--- src/rtl/matmul_host_sequencer_if.sv ---
// Host-side bundle of the matrix multiplier sequencer: command, element streams,
// A/B write ports, C read port and the control_path start/done handshake.
interface matmul_host_sequencer_if #(
  parameter int DATA_WIDTH = 8
);
  logic                  cmd_start;
  logic                  busy;
  logic                  job_done;

  logic                  in_valid;
  logic                  in_ready;
  logic [DATA_WIDTH-1:0] in_data;

  logic                  en_WriteMat_A;
  logic [3:0]            rowAddr_A;
  logic [3:0]            colAddr_A;
  logic [DATA_WIDTH-1:0] writeData_A;

  logic                  en_WriteMat_B;
  logic [3:0]            rowAddr_B;
  logic [3:0]            colAddr_B;
  logic [DATA_WIDTH-1:0] writeData_B;

  logic                  mul_start;
  logic                  mul_done;

  logic                  en_ReadMat_C;
  logic [3:0]            rowAddr_C;
  logic [3:0]            colAddr_C;
  logic [DATA_WIDTH-1:0] readData_C;

  logic                  out_valid;
  logic                  out_ready;
  logic [DATA_WIDTH-1:0] out_data;

  modport master (
    input  cmd_start, in_valid, in_data, mul_done, readData_C, out_ready,
    output busy, job_done, in_ready,
    output en_WriteMat_A, rowAddr_A, colAddr_A, writeData_A,
    output en_WriteMat_B, rowAddr_B, colAddr_B, writeData_B,
    output mul_start, en_ReadMat_C, rowAddr_C, colAddr_C,
    output out_valid, out_data
  );

  modport slave (
    output cmd_start, in_valid, in_data, mul_done, readData_C, out_ready,
    input  busy, job_done, in_ready,
    input  en_WriteMat_A, rowAddr_A, colAddr_A, writeData_A,
    input  en_WriteMat_B, rowAddr_B, colAddr_B, writeData_B,
    input  mul_start, en_ReadMat_C, rowAddr_C, colAddr_C,
    input  out_valid, out_data
  );
endinterface

--- src/rtl/matmul_host_sequencer.sv ---
// Job sequencer: loads A then B from the host stream, kicks control_path,
// waits for completion, then drains C out over a valid/ready stream.
module matmul_host_sequencer #(
  parameter int DATA_WIDTH = 8,
  parameter int N          = 4
) (
  input  logic clk,
  input  logic reset_n,
  matmul_host_sequencer_if.master bus
);

  typedef enum logic [2:0] {
    S_IDLE,
    S_LOAD_A,
    S_LOAD_B,
    S_START,
    S_WAIT,
    S_C_RD,
    S_C_CAP,
    S_C_OUT
  } state_t;

  localparam logic [3:0] LAST = 4'(N - 1);

  state_t                r_state;
  logic [3:0]            r_row;
  logic [3:0]            r_col;
  logic [DATA_WIDTH-1:0] r_outData;
  logic                  r_busy;
  logic                  r_inReady;
  logic                  r_mulStart;
  logic                  r_enReadC;
  logic                  r_outValid;
  logic                  r_jobDone;

  logic                  w_loadA;
  logic                  w_loadB;
  logic                  w_accept;
  logic                  w_lastElem;

  assign w_loadA    = (r_state == S_LOAD_A);
  assign w_loadB    = (r_state == S_LOAD_B);
  assign w_accept   = bus.in_valid && r_inReady;
  assign w_lastElem = (r_row == LAST) && (r_col == LAST);

  // Write enables follow the handshake combinationally so a streamed element
  // lands in memory in the same cycle it is accepted.
  assign bus.en_WriteMat_A = w_accept && w_loadA;
  assign bus.rowAddr_A     = w_loadA ? r_row : 4'd0;
  assign bus.colAddr_A     = w_loadA ? r_col : 4'd0;
  assign bus.writeData_A   = w_loadA ? bus.in_data : '0;

  assign bus.en_WriteMat_B = w_accept && w_loadB;
  assign bus.rowAddr_B     = w_loadB ? r_row : 4'd0;
  assign bus.colAddr_B     = w_loadB ? r_col : 4'd0;
  assign bus.writeData_B   = w_loadB ? bus.in_data : '0;

  assign bus.en_ReadMat_C  = r_enReadC;
  assign bus.rowAddr_C     = r_enReadC ? r_row : 4'd0;
  assign bus.colAddr_C     = r_enReadC ? r_col : 4'd0;

  assign bus.busy          = r_busy;
  assign bus.job_done      = r_jobDone;
  assign bus.in_ready      = r_inReady;
  assign bus.mul_start     = r_mulStart;
  assign bus.out_valid     = r_outValid;
  assign bus.out_data      = r_outData;

  // Output flags are computed alongside the next state so each is a flop.
  always_ff @(posedge clk or negedge reset_n) begin
    if (!reset_n) begin
      r_state    <= S_IDLE;
      r_row      <= 4'd0;
      r_col      <= 4'd0;
      r_outData  <= '0;
      r_busy     <= 1'b0;
      r_inReady  <= 1'b0;
      r_mulStart <= 1'b0;
      r_enReadC  <= 1'b0;
      r_outValid <= 1'b0;
      r_jobDone  <= 1'b0;
    end else begin
      r_mulStart <= 1'b0;
      r_enReadC  <= 1'b0;
      r_jobDone  <= 1'b0;
      case (r_state)
        S_IDLE: begin
          if (bus.cmd_start) begin
            r_state   <= S_LOAD_A;
            r_row     <= 4'd0;
            r_col     <= 4'd0;
            r_busy    <= 1'b1;
            r_inReady <= 1'b1;
          end
        end
        S_LOAD_A, S_LOAD_B: begin
          if (w_accept) begin
            if (w_lastElem) begin
              r_row <= 4'd0;
              r_col <= 4'd0;
              if (w_loadA) begin
                r_state <= S_LOAD_B;
              end else begin
                r_state    <= S_START;
                r_inReady  <= 1'b0;
                r_mulStart <= 1'b1;
              end
            end else if (r_col == LAST) begin
              r_col <= 4'd0;
              r_row <= r_row + 4'd1;
            end else begin
              r_col <= r_col + 4'd1;
            end
          end
        end
        S_START: begin
          r_state <= S_WAIT;
        end
        S_WAIT: begin
          if (bus.mul_done) begin
            r_state   <= S_C_RD;
            r_row     <= 4'd0;
            r_col     <= 4'd0;
            r_enReadC <= 1'b1;
          end
        end
        S_C_RD: begin
          r_state <= S_C_CAP;
        end
        S_C_CAP: begin
          r_outData  <= bus.readData_C;
          r_outValid <= 1'b1;
          r_state    <= S_C_OUT;
        end
        S_C_OUT: begin
          if (bus.out_ready) begin
            r_outValid <= 1'b0;
            if (w_lastElem) begin
              r_state   <= S_IDLE;
              r_busy    <= 1'b0;
              r_jobDone <= 1'b1;
            end else begin
              r_state   <= S_C_RD;
              r_enReadC <= 1'b1;
              if (r_col == LAST) begin
                r_col <= 4'd0;
                r_row <= r_row + 4'd1;
              end else begin
                r_col <= r_col + 4'd1;
              end
            end
          end
        end
        default: begin
          r_state <= S_IDLE;
        end
      endcase
    end
  end

endmodule

--- src/flat_wrapper.sv ---
// flat-port wrapper written by rule: the top's interface ports become plain ports
module matmul_host_sequencer_flat 
#(
  parameter int DATA_WIDTH = 8,
  parameter int N          = 4
)
  (clk, reset_n, bus_cmd_start, bus_in_valid, bus_in_data, bus_mul_done, bus_readData_C, bus_out_ready, bus_busy, bus_job_done, bus_in_ready, bus_en_WriteMat_A, bus_rowAddr_A, bus_colAddr_A, bus_writeData_A, bus_en_WriteMat_B, bus_rowAddr_B, bus_colAddr_B, bus_writeData_B, bus_mul_start, bus_en_ReadMat_C, bus_rowAddr_C, bus_colAddr_C, bus_out_valid, bus_out_data);
  matmul_host_sequencer_if #(.DATA_WIDTH(DATA_WIDTH)) bus_i ();
  input  logic clk;
  input  logic reset_n;
  input wire logic [$bits(bus_i.cmd_start)-1:0] bus_cmd_start;
  input wire logic [$bits(bus_i.in_valid)-1:0] bus_in_valid;
  input wire logic [$bits(bus_i.in_data)-1:0] bus_in_data;
  input wire logic [$bits(bus_i.mul_done)-1:0] bus_mul_done;
  input wire logic [$bits(bus_i.readData_C)-1:0] bus_readData_C;
  input wire logic [$bits(bus_i.out_ready)-1:0] bus_out_ready;
  output wire logic [$bits(bus_i.busy)-1:0] bus_busy;
  output wire logic [$bits(bus_i.job_done)-1:0] bus_job_done;
  output wire logic [$bits(bus_i.in_ready)-1:0] bus_in_ready;
  output wire logic [$bits(bus_i.en_WriteMat_A)-1:0] bus_en_WriteMat_A;
  output wire logic [$bits(bus_i.rowAddr_A)-1:0] bus_rowAddr_A;
  output wire logic [$bits(bus_i.colAddr_A)-1:0] bus_colAddr_A;
  output wire logic [$bits(bus_i.writeData_A)-1:0] bus_writeData_A;
  output wire logic [$bits(bus_i.en_WriteMat_B)-1:0] bus_en_WriteMat_B;
  output wire logic [$bits(bus_i.rowAddr_B)-1:0] bus_rowAddr_B;
  output wire logic [$bits(bus_i.colAddr_B)-1:0] bus_colAddr_B;
  output wire logic [$bits(bus_i.writeData_B)-1:0] bus_writeData_B;
  output wire logic [$bits(bus_i.mul_start)-1:0] bus_mul_start;
  output wire logic [$bits(bus_i.en_ReadMat_C)-1:0] bus_en_ReadMat_C;
  output wire logic [$bits(bus_i.rowAddr_C)-1:0] bus_rowAddr_C;
  output wire logic [$bits(bus_i.colAddr_C)-1:0] bus_colAddr_C;
  output wire logic [$bits(bus_i.out_valid)-1:0] bus_out_valid;
  output wire logic [$bits(bus_i.out_data)-1:0] bus_out_data;
  assign bus_i.cmd_start = bus_cmd_start;
  assign bus_i.in_valid = bus_in_valid;
  assign bus_i.in_data = bus_in_data;
  assign bus_i.mul_done = bus_mul_done;
  assign bus_i.readData_C = bus_readData_C;
  assign bus_i.out_ready = bus_out_ready;
  assign bus_busy = bus_i.busy;
  assign bus_job_done = bus_i.job_done;
  assign bus_in_ready = bus_i.in_ready;
  assign bus_en_WriteMat_A = bus_i.en_WriteMat_A;
  assign bus_rowAddr_A = bus_i.rowAddr_A;
  assign bus_colAddr_A = bus_i.colAddr_A;
  assign bus_writeData_A = bus_i.writeData_A;
  assign bus_en_WriteMat_B = bus_i.en_WriteMat_B;
  assign bus_rowAddr_B = bus_i.rowAddr_B;
  assign bus_colAddr_B = bus_i.colAddr_B;
  assign bus_writeData_B = bus_i.writeData_B;
  assign bus_mul_start = bus_i.mul_start;
  assign bus_en_ReadMat_C = bus_i.en_ReadMat_C;
  assign bus_rowAddr_C = bus_i.rowAddr_C;
  assign bus_colAddr_C = bus_i.colAddr_C;
  assign bus_out_valid = bus_i.out_valid;
  assign bus_out_data = bus_i.out_data;
  matmul_host_sequencer #(.DATA_WIDTH(DATA_WIDTH), .N(N)) u_core (.clk(clk), .reset_n(reset_n), .bus(bus_i));
endmodule
--- config.mk ---
export PLATFORM = sky130hd
export DESIGN_NAME = matmul_host_sequencer_flat
export DESIGN_NICKNAME = d
export VERILOG_FILES = /design/src/rtl/matmul_host_sequencer_if.sv /design/src/rtl/matmul_host_sequencer.sv /design/src/flat_wrapper.sv
export SDC_FILE = /design/constraint.sdc
export NUM_CORES = 1
export LEC_CHECK = 0
export ABC_AREA = 0
export CORE_ASPECT_RATIO = 0.8
export CORE_MARGIN = 1
export CORE_UTILIZATION = 40
export DETAILED_ROUTE_END_ITERATION = 16
export PLACE_DENSITY = 0.79
export SETUP_SLACK_MARGIN = 0.2
export SYNTH_ARGS = -nofsm -noshare
export SYNTH_HDL_FRONTEND = slang
export SYNTH_SLANG_ARGS = --single-unit
--- constraint.sdc ---
create_clock -name clk -period 2.16 [get_ports clk]
set_input_delay 0.432 -clock clk [delete_from_list [all_inputs] [get_ports clk]]
set_output_delay 0.432 -clock clk [all_outputs]
set_load 0.05 [all_outputs]
==> impl_results.md <==
- Outcome: finished clean
- Overall routed net length: 5.36 mm
- GR met3 Demand/Resource: 6.29%
- Final-layout fill cell count: 250
- Synth Cell Area: 0.00164 mm^2
- Worst R2R Path Depth: 7
- Required time of the critical path: 1730 ps
- Adder-Cell Fraction of Synth Area: 1.52%
- TritonCTS clock tree: yes
- Number of buffers inserted by hold repair at cts: 0
- Met1 usage in global routing: 30.1%
- Area used by sequential logic in the layout: 632 um^2
- Reg2Reg Capture Point: u_core.r_row[1]
- Start of the worst register-to-register path: u_core.r_state[0]
- Final Worst Setup Slack: 112 ps
- Post-detailed-route DRC marker count: 0
- Number of enable flip-flop cells after synthesis: 0
- Syn Area/Cell: 9.22 um^2
- Vias in the first global route: 1,632
- RSZ-0062 raised after global routing: yes
- Largest net degree at the start of global routing: 26
- Fraction of layout instances using a drive strength above 1: 43.7%
- Final number of setup-violating endpoints: 0
- Yosys cell types: 36
- Vias per inst: 5.22
- Clk_lat worst skew: 280 ps
- Hold Vio Cnt, Final: 0
- Mean routed wirelength per cell: 16.1 um
- Clk Tree Root Cell: sky130_fd_sc_hd__clkbuf_8
- Row count: 20
- Net Count, Synth: 202
- Tmin final: 2050 ps
- Simple-gate share of the synthesized area: 34.2%
- Total power per unit cell area: 869 mW/mm^2
- Relative slew margins: 65.4%
- Multiplexer share of the synthesized area: 5.49%
- Place WS: -36.9 ps
- Clock tree skew after final layout: 7.95 ps
- Clock sink count: 25
- Number of nets in the final layout: 304
- Die Outline Area: 0.00437 mm^2
- Endpoint kind of the worst setup timing path: output port
- Number of detailed-route iterations in the first pass: 5
- Max Fanout on Critical Path: 12
- Fraction of the yosys area taken by sequential cells: 38.1%
- Via count: 1,744
- Global-route wire length before repair: 8.02 mm
- CP Launch Type: flop
- Synthesized flop and latch total: 25
- Data arrival time of the critical path: 1620 ps
- Number of clock buffers inserted by TritonCTS: 3
- Highest ir drop seen on vdd: 0.918 mV
- Die W: 73.6 um
- Number of warning messages in the yosys log: 0
- Most Used Layer, Global Route: met2
- Worst setup path endpoint: bus_en_WriteMat_B
- Number of max-capacitance violations reported: 0
- Instance count after placement with tap cells included: 315
- Primary FF master, synth: sky130_fd_sc_hd__dfrtp_1
- Ant. Diodes: 0
- Timing-limited maximum frequency: 0.488 GHz
- Share of the synthesized area in compound gates (AO/OA/AOI/OAI): 14.9%
- Worst setup path category: flop to output port
- Leakage: 0.00135 uW
- Transition time of the tightest slew-check pin: 517 ps
- Antenna violations before repair: 0
- R2R Setup Slk: 210 ps
- Number of buffers on the longest clock path: 2
- DRT antenna net count: 0
- Area growth syn-to-layout: 89.2%
- Class of the most critical hold timing path: input port to async pin
- Worst setup path startpoint: u_core.r_state[2]
- Starting density of the core: 42.6%
- Cell count after synthesis: 178
- Die Ht: 59.3 um
- CTS H-Tree Depth: 1
- GRT met2 Usage: 42.9%
- Number of DRC markers after the initial detailed-route iteration: 55
- Period utilisation layout: 94.8%
- Core Box Area: 0.00385 mm^2
- Detailed placement HPWL: 3.77 mm
- Global route overflow: 0
- Number of port buffers: 77
- Dominant combinational cell family by area after synthesis: simple AND/OR/NAND/NOR gates
- Final weighted congestion in routability-driven placement: 0.898
- Top Ports: 78
- Share of flip-flops with an asynchronous set or reset: 100%
- Overall Global Routing Usage: 24.6%
- Number of standard cells in the layout, taps in and fillers out: 334
- CTS clock-pin slew for the worst setup and hold paths: 90 ps
- Final slew viol count: 0
- XOR/XNOR share of the synthesized area: 0.534%
- Footprint of the multi-input gates: 0.00102 mm^2
-- registers in the layout, summed over array words and instances, names as in the netlist --
name	flops
u_core.bus.out_data	8
u_core.r_col	4
u_core.r_row	4
u_core.r_state	3
u_core.bus.busy	1
u_core.bus.en_ReadMat_C	1
u_core.bus.in_ready	1
u_core.bus.job_done	1
u_core.bus.mul_start	1
u_core.bus.out_valid	1
-- cell type report --
cell class	count	area share, %
timing repair buffer	107	42.9
inverter	2	0.242
sequential	25	20.3
clock buffer	4	1.45
multi-input combinational	141	32.8
tap	55	2.22
-- placed cells by master, fill, tap and decap left out, drive strengths merged, types with 2 or more instances in the layout --
master,Yosys,routed
buf,7,72
and2,45,45
clkdlybuf4s50,0,33
dfrtp,25,25
nand2,15,15
nor2,14,14
o21ai,13,13
a21oi,8,8
mux2,8,8
nor3b,6,6
nand3,5,5
clkbuf,3,4
nor3,3,3
o31ai,3,3
inv,2,2
a2bb2oi,2,2
nand2b,2,2
ha,2,2
o41ai,2,2
-- how the worst min path moves through the flow --
stage	endpoint	slack, ps	cells past startpoint
6_report	u_core.bus.out_data[7]	500	2
5_1_grt	u_core.bus.out_data[4]	540	1
4_1_cts	u_core.bus.out_valid	520	2
3_5_place_dp	u_core.bus.out_data[5]	500	1
3_3_place_gp	u_core.bus.out_data[5]	490	1
2_1_floorplan	u_core.bus.busy	140	0
-- cells by family (layout without fill, tap and decap cells) --
| group | Yosys count | in the layout |
|---|---|---|
| buffers and inverters | 12 | 113 |
| AO/OA/AOI/OAI | 35 | 35 |
| adder cells (fa/ha/maj) | 2 | 2 |
| flip-flops | 25 | 25 |
| XOR/XNOR | 1 | 1 |
| AND/OR/NAND/NOR | 95 | 95 |
| multiplexers | 8 | 8 |
-- Yosys cell counts (2+ instances only) --
cell type / instances / area (um^2)
sky130_fd_sc_hd__and2_1: 45 / 282
sky130_fd_sc_hd__clkbuf_1: 3 / 11.3
sky130_fd_sc_hd__nand3_1: 5 / 25.0
sky130_fd_sc_hd__dfrtp_1: 25 / 626
sky130_fd_sc_hd__inv_1: 2 / 7.51
sky130_fd_sc_hd__nor3_1: 3 / 15.0
sky130_fd_sc_hd__o21ai_0: 13 / 65.1
sky130_fd_sc_hd__buf_2: 2 / 10.0
sky130_fd_sc_hd__nand2_1: 15 / 56.3
sky130_fd_sc_hd__nor3b_4: 2 / 37.5
sky130_fd_sc_hd__mux2_2: 8 / 90.1
sky130_fd_sc_hd__nor3b_1: 2 / 15.0
sky130_fd_sc_hd__nand2b_1: 2 / 12.5
sky130_fd_sc_hd__nor3b_2: 2 / 25.0
sky130_fd_sc_hd__a2bb2oi_1: 2 / 17.5
sky130_fd_sc_hd__o31ai_1: 2 / 15.0
sky130_fd_sc_hd__nor2_1: 14 / 52.6
sky130_fd_sc_hd__buf_6: 5 / 56.3
sky130_fd_sc_hd__ha_1: 2 / 25.0
sky130_fd_sc_hd__a21oi_1: 8 / 40.0
-- what timing repair did --
| action | 4_1_cts | 5_1_grt |
|---|---|---|
| cloned | 0 | 2 |
| gates resized for setup | 21 | 21 |
| buffers inserted | 11 | 2 |
| pin swaps | 5 | 3 |
| setup endpoints to repair | 39 | 42 |
-- critical path: stages (launching register included) --
cell,delay [ps]
sky130_fd_sc_hd__dfrtp_1,420
sky130_fd_sc_hd__buf_4,190
sky130_fd_sc_hd__or3b_4,430
sky130_fd_sc_hd__nor2_4,150
sky130_fd_sc_hd__buf_12,140
-- metrics by stage --
| step | hold WS [ps] | power, uW | cell area [um^2] | util (%) | TNS (ps) |
|---|---|---|---|---|---|
| 2_1_floorplan | 136 | 1800 | 1640 | - | 0 |
| 3_3_place_gp | 487 | 2180 | 2840 | 73.7 | 0 |
| 3_5_place_dp | 499 | 2230 | 2840 | 73.7 | -80.5 |
| 4_1_cts | 515 | 2640 | 3020 | 78.4 | 0 |
| 5_1_grt | 541 | 2840 | 3110 | 80.6 | 0 |
| 6_report | 504 | 2700 | 3110 | 80.6 | 0 |
-- report_power, final --
part,total (uW),switching (uW),internal (uW)
sequential,820,193,627
combinational,1590,916,675
clock,289,156,132
total,2700,1270,1430
-- per-layer routing --
metal | vias to the layer above | part of all wire [%]
met3 | 6 | 9.6
met5 | - | 0
li1 | 820 | -
met4 | 0 | 0.91
met1 | 824 | 42
met2 | 94 | 48
Note: power is estimated with default switching activity, not from simulation.
